File: config.mk
export PLATFORM = sky130hd
export DESIGN_NAME = majority_serial_voter
export DESIGN_NICKNAME = d
export VERILOG_FILES = /design/src/rtl/majority_serial_voter_pkg.sv /design/src/rtl/vote_accumulator.sv /design/src/rtl/majority_serial_voter.sv
export SDC_FILE = /design/constraint.sdc
export NUM_CORES = 1
export LEC_CHECK = 0
export ABC_AREA = 1
export CORE_MARGIN = 2
export CORE_UTILIZATION = 52
export DETAILED_ROUTE_END_ITERATION = 8
export PLACE_DENSITY = 0.77
export SYNTH_ARGS = -nofsm -noshare
export SYNTH_HDL_FRONTEND = slang
export SYNTH_HIERARCHICAL = 1
export SYNTH_SLANG_ARGS = --single-unit
File: constraint.sdc
create_clock -name clk -period 1.71 [get_ports clk]
set_input_delay 0.171 -clock clk [delete_from_list [all_inputs] [get_ports clk]]
set_output_delay 0.171 -clock clk [all_outputs]
set_load 0.05 [all_outputs]
File: src/rtl/majority_serial_voter_pkg.sv
// Shared definitions for the serial majority voter: FSM states and vote threshold.
// Latency: none (types and constant functions only).
// Backpressure: not applicable.
package majority_serial_voter_pkg;

    // Encodings match the ones used by the combinational majority_ckt and its bench.
    typedef enum logic {
        ST_COLLECT = 1'b0,
        ST_HOLD    = 1'b1
    } state_t;

    // Smallest ones-count that constitutes a majority of n votes.
    function automatic int maj_thresh(input int n);
        return n / 2 + 1;
    endfunction

endpackage

File: src/rtl/vote_accumulator.sv
// Vote accumulator: bit index, running ones-count and packed vector of the current frame.
// Latency: state updates one cycle after load/seed/clear; *_upd outputs are combinational.
// Backpressure: none; the parent only pulses load/seed on an accepted vote.
//
// Ports:
//   clk, rst_n      clock, async active-low reset
//   clear           empty the frame (highest priority)
//   seed            start a new frame with vote as x1
//   load            append vote at position idx
//   vote            the vote being accepted this cycle
//   idx             position the next vote will occupy
//   ones_upd        ones-count including this cycle's vote
//   vec_upd         packed vector including this cycle's vote
module vote_accumulator #(
    parameter int N_VOTES = 5,
    parameter int CNT_W   = $clog2(N_VOTES + 1)
) (
    input  logic               clk,
    input  logic               rst_n,
    input  logic               clear,
    input  logic               seed,
    input  logic               load,
    input  logic               vote,
    output logic [CNT_W-1:0]   idx,
    output logic [CNT_W-1:0]   ones_upd,
    output logic [N_VOTES-1:0] vec_upd
);

    logic [CNT_W-1:0]   ones;
    logic [N_VOTES-1:0] vec;

    // The parent needs the post-vote totals on the frame-completing accept, so
    // they are exposed combinationally rather than a cycle later.
    always_comb begin
        ones_upd = ones + CNT_W'(vote);
        vec_upd  = vec | (N_VOTES'(vote) << idx);
    end

    always_ff @(posedge clk or negedge rst_n) begin
        if (!rst_n) begin
            idx  <= '0;
            ones <= '0;
            vec  <= '0;
        end else if (clear) begin
            idx  <= '0;
            ones <= '0;
            vec  <= '0;
        end else if (seed) begin
            // First vote of a frame arriving on the previous frame's handshake.
            idx  <= CNT_W'(1);
            ones <= CNT_W'(vote);
            vec  <= N_VOTES'(vote);
        end else if (load) begin
            idx  <= idx + CNT_W'(1);
            ones <= ones_upd;
            vec  <= vec_upd;
        end
    end

endmodule

File: src/rtl/majority_serial_voter.sv
// Serial majority voter: packs N_VOTES one-bit votes into a frame and presents majority/count/vector.
// Latency: out_valid rises the cycle after the last vote of a frame is accepted.
// Backpressure: result held while out_ready=0; in_ready follows out_ready in HOLD so frames stream gap-free.
//
// Ports:
//   clk, rst_n            clock, async active-low reset
//   clr                   synchronous frame abort (drops any accept/handshake this cycle)
//   in_valid/in_ready     vote handshake, in_bit carries the vote (first accepted = x1)
//   out_valid/out_ready   result handshake
//   out_z                 1 iff out_count >= N_VOTES/2+1
//   out_count             number of 1 votes in the frame
//   out_vec               packed frame, x1 in bit 0
// N_VOTES must be odd and at least 3.
module majority_serial_voter
    import majority_serial_voter_pkg::*;
#(
    parameter int N_VOTES = 5,
    parameter int CNT_W   = $clog2(N_VOTES + 1)
) (
    input  logic               clk,
    input  logic               rst_n,
    input  logic               clr,
    input  logic               in_valid,
    output logic               in_ready,
    input  logic               in_bit,
    output logic               out_valid,
    input  logic               out_ready,
    output logic               out_z,
    output logic [CNT_W-1:0]   out_count,
    output logic [N_VOTES-1:0] out_vec
);

    localparam logic [CNT_W-1:0] LAST_IDX = CNT_W'(N_VOTES - 1);
    localparam logic [CNT_W-1:0] THRESH   = CNT_W'(maj_thresh(N_VOTES));

    state_t             state;
    state_t             state_nxt;
    logic               accept;
    logic               out_hs;
    logic               frame_done;
    logic               acc_clear;
    logic               acc_seed;
    logic               acc_load;
    logic [CNT_W-1:0]   idx;
    logic [CNT_W-1:0]   ones_upd;
    logic [N_VOTES-1:0] vec_upd;

    // clr masks both handshakes so nothing from the abort cycle survives.
    assign accept     = in_valid & in_ready & ~clr;
    assign out_hs     = out_valid & out_ready & ~clr;
    assign frame_done = accept & (state == ST_COLLECT) & (idx == LAST_IDX);

    // The accumulator is emptied as soon as a frame completes; the result lives
    // in the output registers, so HOLD can seed the next frame directly.
    // An accept while in HOLD can only coincide with the output handshake.
    assign acc_clear = clr | frame_done;
    assign acc_seed  = accept & (state == ST_HOLD);
    assign acc_load  = accept & (state == ST_COLLECT) & ~frame_done;

    vote_accumulator #(
        .N_VOTES (N_VOTES),
        .CNT_W   (CNT_W)
    ) u_acc (
        .clk      (clk),
        .rst_n    (rst_n),
        .clear    (acc_clear),
        .seed     (acc_seed),
        .load     (acc_load),
        .vote     (in_bit),
        .idx      (idx),
        .ones_upd (ones_upd),
        .vec_upd  (vec_upd)
    );

    // State register
    always_ff @(posedge clk or negedge rst_n) begin
        if (!rst_n) begin
            state <= ST_COLLECT;
        end else begin
            state <= state_nxt;
        end
    end

    // Next-state logic
    always_comb begin
        state_nxt = state;
        if (clr) begin
            state_nxt = ST_COLLECT;
        end else begin
            case (state)
                ST_COLLECT: if (frame_done) state_nxt = ST_HOLD;
                ST_HOLD:    if (out_hs)     state_nxt = ST_COLLECT;
                default:    state_nxt = ST_COLLECT;
            endcase
        end
    end

    // FSM outputs
    always_comb begin
        in_ready  = 1'b1;
        out_valid = 1'b0;
        if (state == ST_HOLD) begin
            in_ready  = out_ready;
            out_valid = 1'b1;
        end
    end

    // Result registers: written only when a frame completes, so the next
    // frame's votes cannot disturb a result still waiting in HOLD.
    always_ff @(posedge clk or negedge rst_n) begin
        if (!rst_n) begin
            out_z     <= 1'b0;
            out_count <= '0;
            out_vec   <= '0;
        end else if (clr) begin
            out_z     <= 1'b0;
            out_count <= '0;
            out_vec   <= '0;
        end else if (frame_done) begin
            out_z     <= (ones_upd >= THRESH);
            out_count <= ones_upd;
            out_vec   <= vec_upd;
        end
    end

endmodule

==> metrics.csv <==
stage;metric;value;unit
cts;Worst-Skew Late Latency;300;ps
floorplan;DIE WIDTH;50.85;µm
worst_setup_path;critical-path cell list;clkdlybuf4s50_1;
global_route;initial antenna violation count;0;
floorplan;height of the die;50.85;µm
yosys;syn_nets;140;
worst_setup_path;CP Buf/Inv Count;1;
worst_setup_path;slowest CP cell;clkdlybuf4s50_1;
floorplan;initial core utilization;0.5644;
global_route;first-pass GRT wire length;4.084;mm
worst_setup_path;Data required, critical path;1540;ps
cells_and_area;Layout Nets;166;
place;routability cong.;0.8788;
place;Post-Place Cells;179;
cts;Num CTS Buffers;3;
global_route;vias in the first global route;893;
cts;CTS tree;done;
sta;Final period util;0.9710;
yosys;post-synthesis sequential area ratio;0.4605;
cells_and_area;non-filler cells, final;183;
power_and_ir_drop;Static Leak;0.8408;nW
detailed_routing;post-DR vias/cell;4.940;
sta;Worst slew margin;0.6541;
outcome;outcome;finished clean;
worst_setup_path;Crit path max-delay family;buffers and inverters;
detailed_routing;wire per inst;12.67;µm
detailed_routing;routed wire length;2.319;mm
cts;Setup Fix Bufs, Post-CTS;0;
cells_and_area;share of cells above drive strength 1;0.2500;
sta;crit path time final;1660;ps
yosys;Yosys reg bits;21;
sta;clk_skew;2.470;ps
detailed_routing;Vias;904;
detailed_routing;Antenna Nets Post-Route;0;
worst_setup_path;Critical Path AT;1490;ps
floorplan;die area;0.002585;mm²
cts;root buffer cell;clkbuf_4;
sta;FMAX;0.6023;GHz
worst_setup_path;endpoint type of the worst setup path;output pin;
sta;setup tns final;0;ps
yosys;mapped cell area;0.001141;mm²
power_and_ir_drop;Final Power;0.9122;mW
floorplan;# IOs;17;
worst_setup_path;Setup CP Type;flop to output pin;
sta;Final Hold Viols;0;
power_and_ir_drop;Power Dens Cells;640.6;mW/mm²
min_path;Min-Delay Path Class;primary input to asynchronous set/reset pin;
cts;CTS H-tree depth;1;
sta;worst slew pin tran;518.0;ps
yosys;distinct cell type count after synthesis;24;
place;HPWL after DPL;1.794;mm
cells_and_area;P&R area growth vs syn;24.78;%
yosys;Syn. warnings;6;
power_and_ir_drop;Max IR drop VDD;0.4717;mV
cts;CTS Sinks;21;
floorplan;Std-Cell Rows;16;
place;Port Buffers;16;
cts;clock slew at reported path FFs;120;ps
cts;clk buf depth;2;
floorplan;core area;0.002022;mm²
sta;Final Setup Violations;0;
sta;final slew viol count;0;
yosys;syn_area_per_cell;8.711;µm²
place;Setup WS pre-CTS;-22.55;ps
detailed_routing;DRC viols;0;
sta;final hold slack;192.2;ps
global_route;largest net degree at the start of global routing;22;
sta;RSZ-0062 raised after global routing;false;
yosys;post-synthesis cell count;131;
detailed_routing;first drt pass iteration count;4;
worst_setup_path;CP max stage delay;800;ps
cells_and_area;n_diodes;0;
worst_setup_path;Max Fanout on Critical Path;2;
global_route;grt ovf;0;
global_route;total track usage;0.2142;
sta;setup ws final;49.59;ps
worst_setup_path;Startpoint Class;flop;
flow_run;max_cap viols;0;
detailed_routing;drt initial violations;36;
-- per-layer routing --
metal  vias to the layer above  routed length [µm]  track usage
met2                        23                1177       0.3575
met5                         -                   0            0
met4                         0                  29      0.08108
met3                         4                  76      0.02632
li1                        463                   -            -
met1                       414                1035       0.2860
-- registers in the layout (all words and copies together) (netlist names) --
register	flops
out_vec	5
u_acc/vec	5
out_count	3
u_acc/idx	3
u_acc/ones	3
out_z	1
state	1
-- placed cells by master, fill, tap and decap left out --
master | netlist | routed
a31oi_1 | 3 | 3
inv_2 | 5 | 5
nor2_8 | 1 | 1
a22o_1 | 1 | 1
clkbuf_4 | 0 | 3
nand3_1 | 6 | 6
nand2_2 | 3 | 3
o21ai_0 | 3 | 3
o21ai_1 | 5 | 5
o22ai_1 | 1 | 1
dfrtp_1 | 21 | 20
clkdlybuf4s50_1 | 0 | 8
nand2_4 | 1 | 1
dfrtp_2 | 0 | 1
nor2_2 | 2 | 2
clkbuf_1 | 0 | 1
a21o_1 | 1 | 1
nand3_2 | 10 | 10
nor2_4 | 3 | 3
buf_12 | 0 | 1
inv_1 | 14 | 14
a21oi_1 | 1 | 1
buf_4 | 0 | 9
dlymetal6s2s_1 | 0 | 6
nor2_1 | 6 | 6
nor3_1 | 2 | 2
nand2_1 | 35 | 35
ha_1 | 3 | 3
xnor2_1 | 1 | 1
-- timing repair --
item                                    4_1_cts  5_1_grt
resized for setup                             0        6
endpoints found under the hold margin         0        0
hold buffers                                  0        0
endpoints found under the setup margin        0        6
-- area by class of cell --
type,instances,area [µm²]
flip-flops and latches,21,526.8
multi-input cells,88,523.0
fillers,163,598.1
inverters,19,71.32
well taps,27,33.78
repair buffers,24,242.7
clock buffers,4,26.28
-- kinds of logic after synthesis --
family          share of synthesized area
simple gates                       0.3421
buf+inv                           0.08114
fa+ha+maj                         0.03290
flops                              0.4605
xor+xnor                         0.007677
compound gates                    0.07566
-- power by group --
group,switching [mW],total (mW),leakage [nW],internal (mW)
clock,0.154,0.245,0.0150,0.0911
combinational,0.0897,0.149,0.538,0.0590
sequential,0.00960,0.519,0.288,0.509
-- final timing paths --
path                                from            to  slack, ps  depth (start not counted)
setup / recovery            out_count[2]  out_count[2]         50                          1
hold / removal                     rst_n    out_vec[1]        190                          2
hold reg to reg             u_acc/vec[0]  u_acc/vec[0]        510                          2
min in group clk                     clr         state        460                          2
max in group asynchronous          rst_n         state       1290                          2
setup reg to reg           u_acc/ones[0]         out_z        180                          7
-- synthesized netlist by cell type --
| cell type | count | area, µm² |
|---|---|---|
| xnor2_1 | 1 | 8.760 |
| o21ai_1 | 5 | 25.02 |
| a21oi_1 | 1 | 5.000 |
| nor2_2 | 2 | 12.51 |
| buf_2 | 2 | 10.01 |
| o21ai_0 | 3 | 15.01 |
| inv_1 | 14 | 52.55 |
| buf_6 | 1 | 11.26 |
| a22o_1 | 1 | 8.760 |
| a21o_1 | 1 | 7.510 |
| dfrtp_1 | 21 | 525.5 |
| nand2_1 | 35 | 131.4 |
| nand3_2 | 10 | 100.1 |
| inv_2 | 5 | 18.77 |
| nand2_2 | 3 | 18.77 |
| nand2_4 | 1 | 11.26 |
| nor2_8 | 1 | 20.02 |
| a31oi_1 | 3 | 18.77 |
| o22ai_1 | 1 | 6.260 |
| ha_1 | 3 | 37.54 |
| nor2_1 | 6 | 22.52 |
| nand3_1 | 6 | 30.03 |
| nor2_4 | 3 | 33.78 |
| nor3_1 | 2 | 10.01 |
-- metrics by stage --
stage	utilization	area, µm²
finish	0.7042	1424
global placement	0.6838	1383
CTS	0.6968	1409
global route	0.7042	1424
floorplan	-	1142
detailed placement	0.6838	1383
No activity file was read; power rests on OpenSTA's default activity.
